File: src/rtl/ram_dual_port.sv
// ram_dual_port: simple-dual-port synchronous RAM with one write port and one
// read port, registered read data with a one-cycle valid strobe, selectable
// same-address collision behaviour, and a clear engine that sweeps zeros
// through the whole array one word per cycle.
//
// Handshake: there is no backpressure. write_enable and read_enable are
// single-cycle requests sampled on the rising edge; read_valid is a one-cycle
// strobe in the cycle after an accepted read. While busy=1 both requests are
// dropped (not stalled), so callers must wait for busy=0 before issuing.
module ram_dual_port #(
  parameter int DATA_WIDTH  = 8,
  parameter int ADDR_WIDTH  = 4,
  parameter int WRITE_FIRST = 0
) (
  input  logic                  clk,
  input  logic                  reset,
  input  logic                  write_enable,
  input  logic [ADDR_WIDTH-1:0] write_address,
  input  logic [DATA_WIDTH-1:0] write_data,
  input  logic                  read_enable,
  input  logic [ADDR_WIDTH-1:0] read_address,
  output logic [DATA_WIDTH-1:0] read_data,
  output logic                  read_valid,
  input  logic                  clear_start,
  output logic                  busy,
  output logic                  debug_state
);

  localparam int DEPTH = 1 << ADDR_WIDTH;

  typedef enum logic {
    IDLE  = 1'b0,
    CLEAR = 1'b1
  } state_t;

  state_t                state;
  state_t                state_next;
  logic [ADDR_WIDTH-1:0] clear_count;
  logic [ADDR_WIDTH-1:0] clear_count_next;

  logic                  user_write;
  logic                  user_read;
  logic                  mem_we;
  logic [ADDR_WIDTH-1:0] mem_addr;
  logic [DATA_WIDTH-1:0] mem_wdata;
  logic                  collision;

  logic [DATA_WIDTH-1:0] mem [DEPTH];

  // Next-state logic for the clear engine and the shared write-port mux.
  always_comb begin
    state_next       = state;
    clear_count_next = clear_count;
    user_write       = 1'b0;
    user_read        = 1'b0;
    mem_we           = 1'b0;
    mem_addr         = write_address;
    mem_wdata        = write_data;

    case (state)
      IDLE: begin
        // clear_start takes priority: a write in the same cycle is dropped.
        user_write = write_enable && !clear_start;
        user_read  = read_enable;
        if (clear_start) begin
          state_next = CLEAR;
        end
      end
      CLEAR: begin
        mem_addr         = clear_count;
        mem_wdata        = '0;
        clear_count_next = clear_count + 1'b1;
        // All-ones count means the last word is being zeroed this cycle.
        if (&clear_count) begin
          state_next       = IDLE;
          clear_count_next = '0;
        end
      end
      default: begin
        state_next       = IDLE;
        clear_count_next = '0;
      end
    endcase

    // Reset blocks any array write on its edge so a mid-clear reset leaves the
    // not-yet-swept words untouched.
    mem_we = !reset && ((state == CLEAR) || user_write);
  end

  assign collision   = user_write && (write_address == read_address);
  assign busy        = (state == CLEAR);
  assign debug_state = state;

  // FSM state and sweep counter register.
  always_ff @(posedge clk) begin
    if (reset) begin
      state       <= IDLE;
      clear_count <= '0;
    end else begin
      state       <= state_next;
      clear_count <= clear_count_next;
    end
  end

  // Storage array; contents deliberately survive reset.
  always_ff @(posedge clk) begin
    if (mem_we) begin
      mem[mem_addr] <= mem_wdata;
    end
  end

  // Registered read port; read_data holds between accepted reads.
  always_ff @(posedge clk) begin
    if (reset) begin
      read_data  <= '0;
      read_valid <= 1'b0;
    end else begin
      read_valid <= user_read;
      if (user_read) begin
        if ((WRITE_FIRST != 0) && collision) begin
          read_data <= write_data;
        end else begin
          read_data <= mem[read_address];
        end
      end
    end
  end

endmodule

File: config.mk
export PLATFORM = sky130hd
export DESIGN_NAME = ram_dual_port
export DESIGN_NICKNAME = d
export VERILOG_FILES = /design/src/rtl/ram_dual_port.sv
export SDC_FILE = /design/constraint.sdc
export NUM_CORES = 1
export LEC_CHECK = 0
export BUFFER_PORTS_ARGS = -buffer_cell sky130_fd_sc_hd__buf_2
export CAP_MARGIN = 20
export CORE_UTILIZATION = 64
export CTS_BUF_LIST = sky130_fd_sc_hd__clkbuf_8
export DETAILED_ROUTE_END_ITERATION = 16
export PLACE_DENSITY_LB_ADDON = 0.15
export SYNTH_ARGS = -nofsm -noshare
export SYNTH_HDL_FRONTEND = slang
export SYNTH_SLANG_ARGS = --single-unit
File: constraint.sdc
create_clock -name clk -period 5.85 [get_ports clk]
set_input_delay 0.8775 -clock clk [delete_from_list [all_inputs] [get_ports clk]]
set_output_delay 0.8775 -clock clk [all_outputs]
set_load 0.05 [all_outputs]
==> key figures <==
Pwr
  – Sw Pwr: 487.4 uW
  – Gate power share: 0.068
  – Seq pwr share: 0.563
  – Pint: 1523 uW
  – Switching Share: 0.2425
  – Final Power: 2010 uW
  – Max VDD drop: 0.2092 mV
  – Pwr dens: 319.7 mW/mm^2
  – Static Leak: 0.002147 uW
  – Clock power frac: 0.369

Finish
  – Finished Cell Area: approximately 0.0063 mm^2
  – P&R area growth vs syn: 11.02%
  – Fin util: 0.7503
  – Commonest non-fill, non-tap cells in the layout: 128 x edfxtp_1, 31 x buf_2, 23 x nor2_1, 18 x mux4_1, 17 x clkbuf_8
  – N_diodes: 0
  – Final Net Count: 354
  – Commonest non-fill, non-tap cell in the layout: edfxtp_1
  – Fillcell total: 494
  – Layout cells sized above 1: 0.2783

STA
  – Max Fclk: 0.3596 GHz
  – Final worst path period need: approximately 2.8 ns
  – Max-slew headroom: 0.2950
  – Tcrit/Tclk final: 0.4754
  – Unrepaired setup endpoints after global routing: false
  – Setup TNS: 0 ns
  – Worst-Margin Slew: 1.058 ns
  – Final hold vios: 0
  – Endpoints failing setup: 0
  – Worst clock skew: 0.01220 ns
  – Max Slew Vio Count: 0

Worst setup path
  – Crit-path slowest cell: or4b_2
  – Worst EP arrival: 2.85 ns
  – Top cell family by delay on the critical path: simple AND/OR/NAND/NOR gates
  – Critical Path Max Stage Delay: around 0.77 ns
  – Maximum fanout along the worst path: 26
  – CP Buf/Inv Count: 0
  – Worst Path Required: 5.92 ns
  – Critical path class: reg -> reg
  – Crit end category: register
  – Crit path launch type: register
  – Cells along the critical path: or4b_2, a21oi_1, nand2_1, nor2_1

Clocking
  – Hold-fix buffers at CTS: 0
  – Clk slew on worst S/H paths: around 0.080 ns
  – H-tree lvl count: 4
  – Deepest clock path buffer count: 2
  – Clk sinks: 142
  – Post-CTS sizing: 0
  – Root buffer cell: clkbuf_8
  – Postcts setup bufs: 0
  – Clk_lat worst skew: 0.44 ns
  – CTS tree: done
  – Inserted Clock Buffers: 17

Global routing
  – Antenna violations before repair: 0
  – Pin count of the biggest net entering global routing: 33
  – Total grt overflow: 0
  – GRT Util Overall: 0.2509
  – First-pass GRT wire length: 15,070 um
  – Number of global-route vias before repair: 2,688

Min path
  – Hold Path Class: reg -> reg

Die
  – Die area: 0.009230 mm^2
  – Core area: 0.008382 mm^2
  – Initial Util: 0.6758
  – IO Count: 32
  – Row count: 33
  – Width of the die: 96.08 um
  – Die Y-Extent: 96.08 um

Routing
  – Final wirelength: roughly 10,000 um
  – Via count: between 2k and 3k
  – Via/cell ratio: 6.251
  – Routed len/inst: 22.86 um
  – Initial DRC Count: 326
  – Antenna viol nets, final: 0
  – Pre-antenna DRT Iters: 5
  – # DRC: 0

Synth
  – Syn avg cell area: 19.60 um^2
  – Seq/Total Area, Yosys: 0.7281
  – Synth cell types: 34
  – Post-synthesis cell count: 289
  – Synth Net Count: 311
  – Async set-reset flop share out of synthesis: 0
  – Number of synthesized flops with an enable pin: 128
  – Flops & latches, synth: 142
  – Synthesized area: 0.005664 mm^2
  – Ys Warns: 0
  – Most common flop cell mapped by yosys: edfxtp_1

Run
  – Max Cap Viol: 0

Status
  – Status: finished clean

Place
  – PortBufs: 31
  – DP HPWL: 6483 um
  – Dpl cell area: 0.005866 mm^2
  – GPL Wtd Cong: 0.7875
## layer usage
metal / share of wire / routed length [um] / up-vias / global-route usage
li1: - / - / 1268 / -
met1: 0.45 / 4587 / 1405 / 0.3627
met2: 0.46 / 4769 / 122 / 0.3617
met3: 0.069 / 712 / 18 / 0.06635
met4: 0.021 / 219 / 0 / 0.1194
met5: 0 / 0 / - / 0
## worst min-delay path: stages (launching register included)
cell     delay (ns)
dfxtp_1        0.33
a22oi_1        0.07
o21ai_1        0.06
## synth_stat cells (all sizes together), types with 7 or more instances
master  number  share of area
dfxtp       14          0.049
mux2         9          0.018
a22oi        8          0.011
mux4        32           0.14
nand2        9         0.0060
nor2b       10          0.011
a21oi        7         0.0062
edfxtp     128           0.68
buf         11          0.016
o21ai        9         0.0080
mux2i       11          0.019
nor2        23          0.015
## cell type report
type                       count  area [um^2]  share of cell area
clock inverter                15        151.4             0.02407
tap                          105        131.4             0.02089
timing repair buffer          39        215.2             0.03422
sequential                   142         4124              0.6558
inverter                       2        7.507            0.001194
clock buffer                  17        234.0             0.03721
multi-input combinational    130         1425              0.2266
## through the flow
| stage | setup slack (ns) | hold slack (ns) | cells |
|---|---|---|---|
| 2_1_floorplan | 3.291 | 0.4803 | 289 |
| 5_1_grt | 2.883 | 0.5373 | 450 |
| 3_3_place_gp | 2.810 | 0.4728 | 413 |
| 4_1_cts | 3.037 | 0.5053 | 445 |
| 3_5_place_dp | 2.778 | 0.4870 | 413 |
| 6_report | 3.069 | 0.4941 | 450 |
## flip-flops by register name (all words and copies together), names as in the netlist
signal and flops:
mem 128, read_data 8, clear_count 4, busy 1, read_valid 1
## logic make-up after synthesis
group / count (synthesis) / share of synthesized area
compound gates: 27 / 0.03004
flops: 142 / 0.7281
xor+xnor: 1 / 0.001547
simple gates: 49 / 0.04131
mux: 52 / 0.1765
fa+ha+maj: 1 / 0.002209
buf+inv: 17 / 0.02032
## power groups by stage
stage	combinational (uW)	sequential [uW]	clock, uW
2_1_floorplan	80.6	1170	0
3_3_place_gp	130	1150	0
3_5_place_dp	132	1160	0
4_1_cts	132	1130	750
5_1_grt	145	1130	785
6_report	136	1130	742
## worst paths after layout
check / startpoint / endpoint / slack, ns / cells after the start
hold reg to reg: read_data[5] / read_data[5] / 0.49 / 2
setup reg to reg: busy / mem[2][6] / 3.07 / 4
setup / recovery: busy / mem[2][6] / 3.07 / 4
hold / removal: read_data[5] / read_data[5] / 0.49 / 2
(Power assumes the default switching activity.)
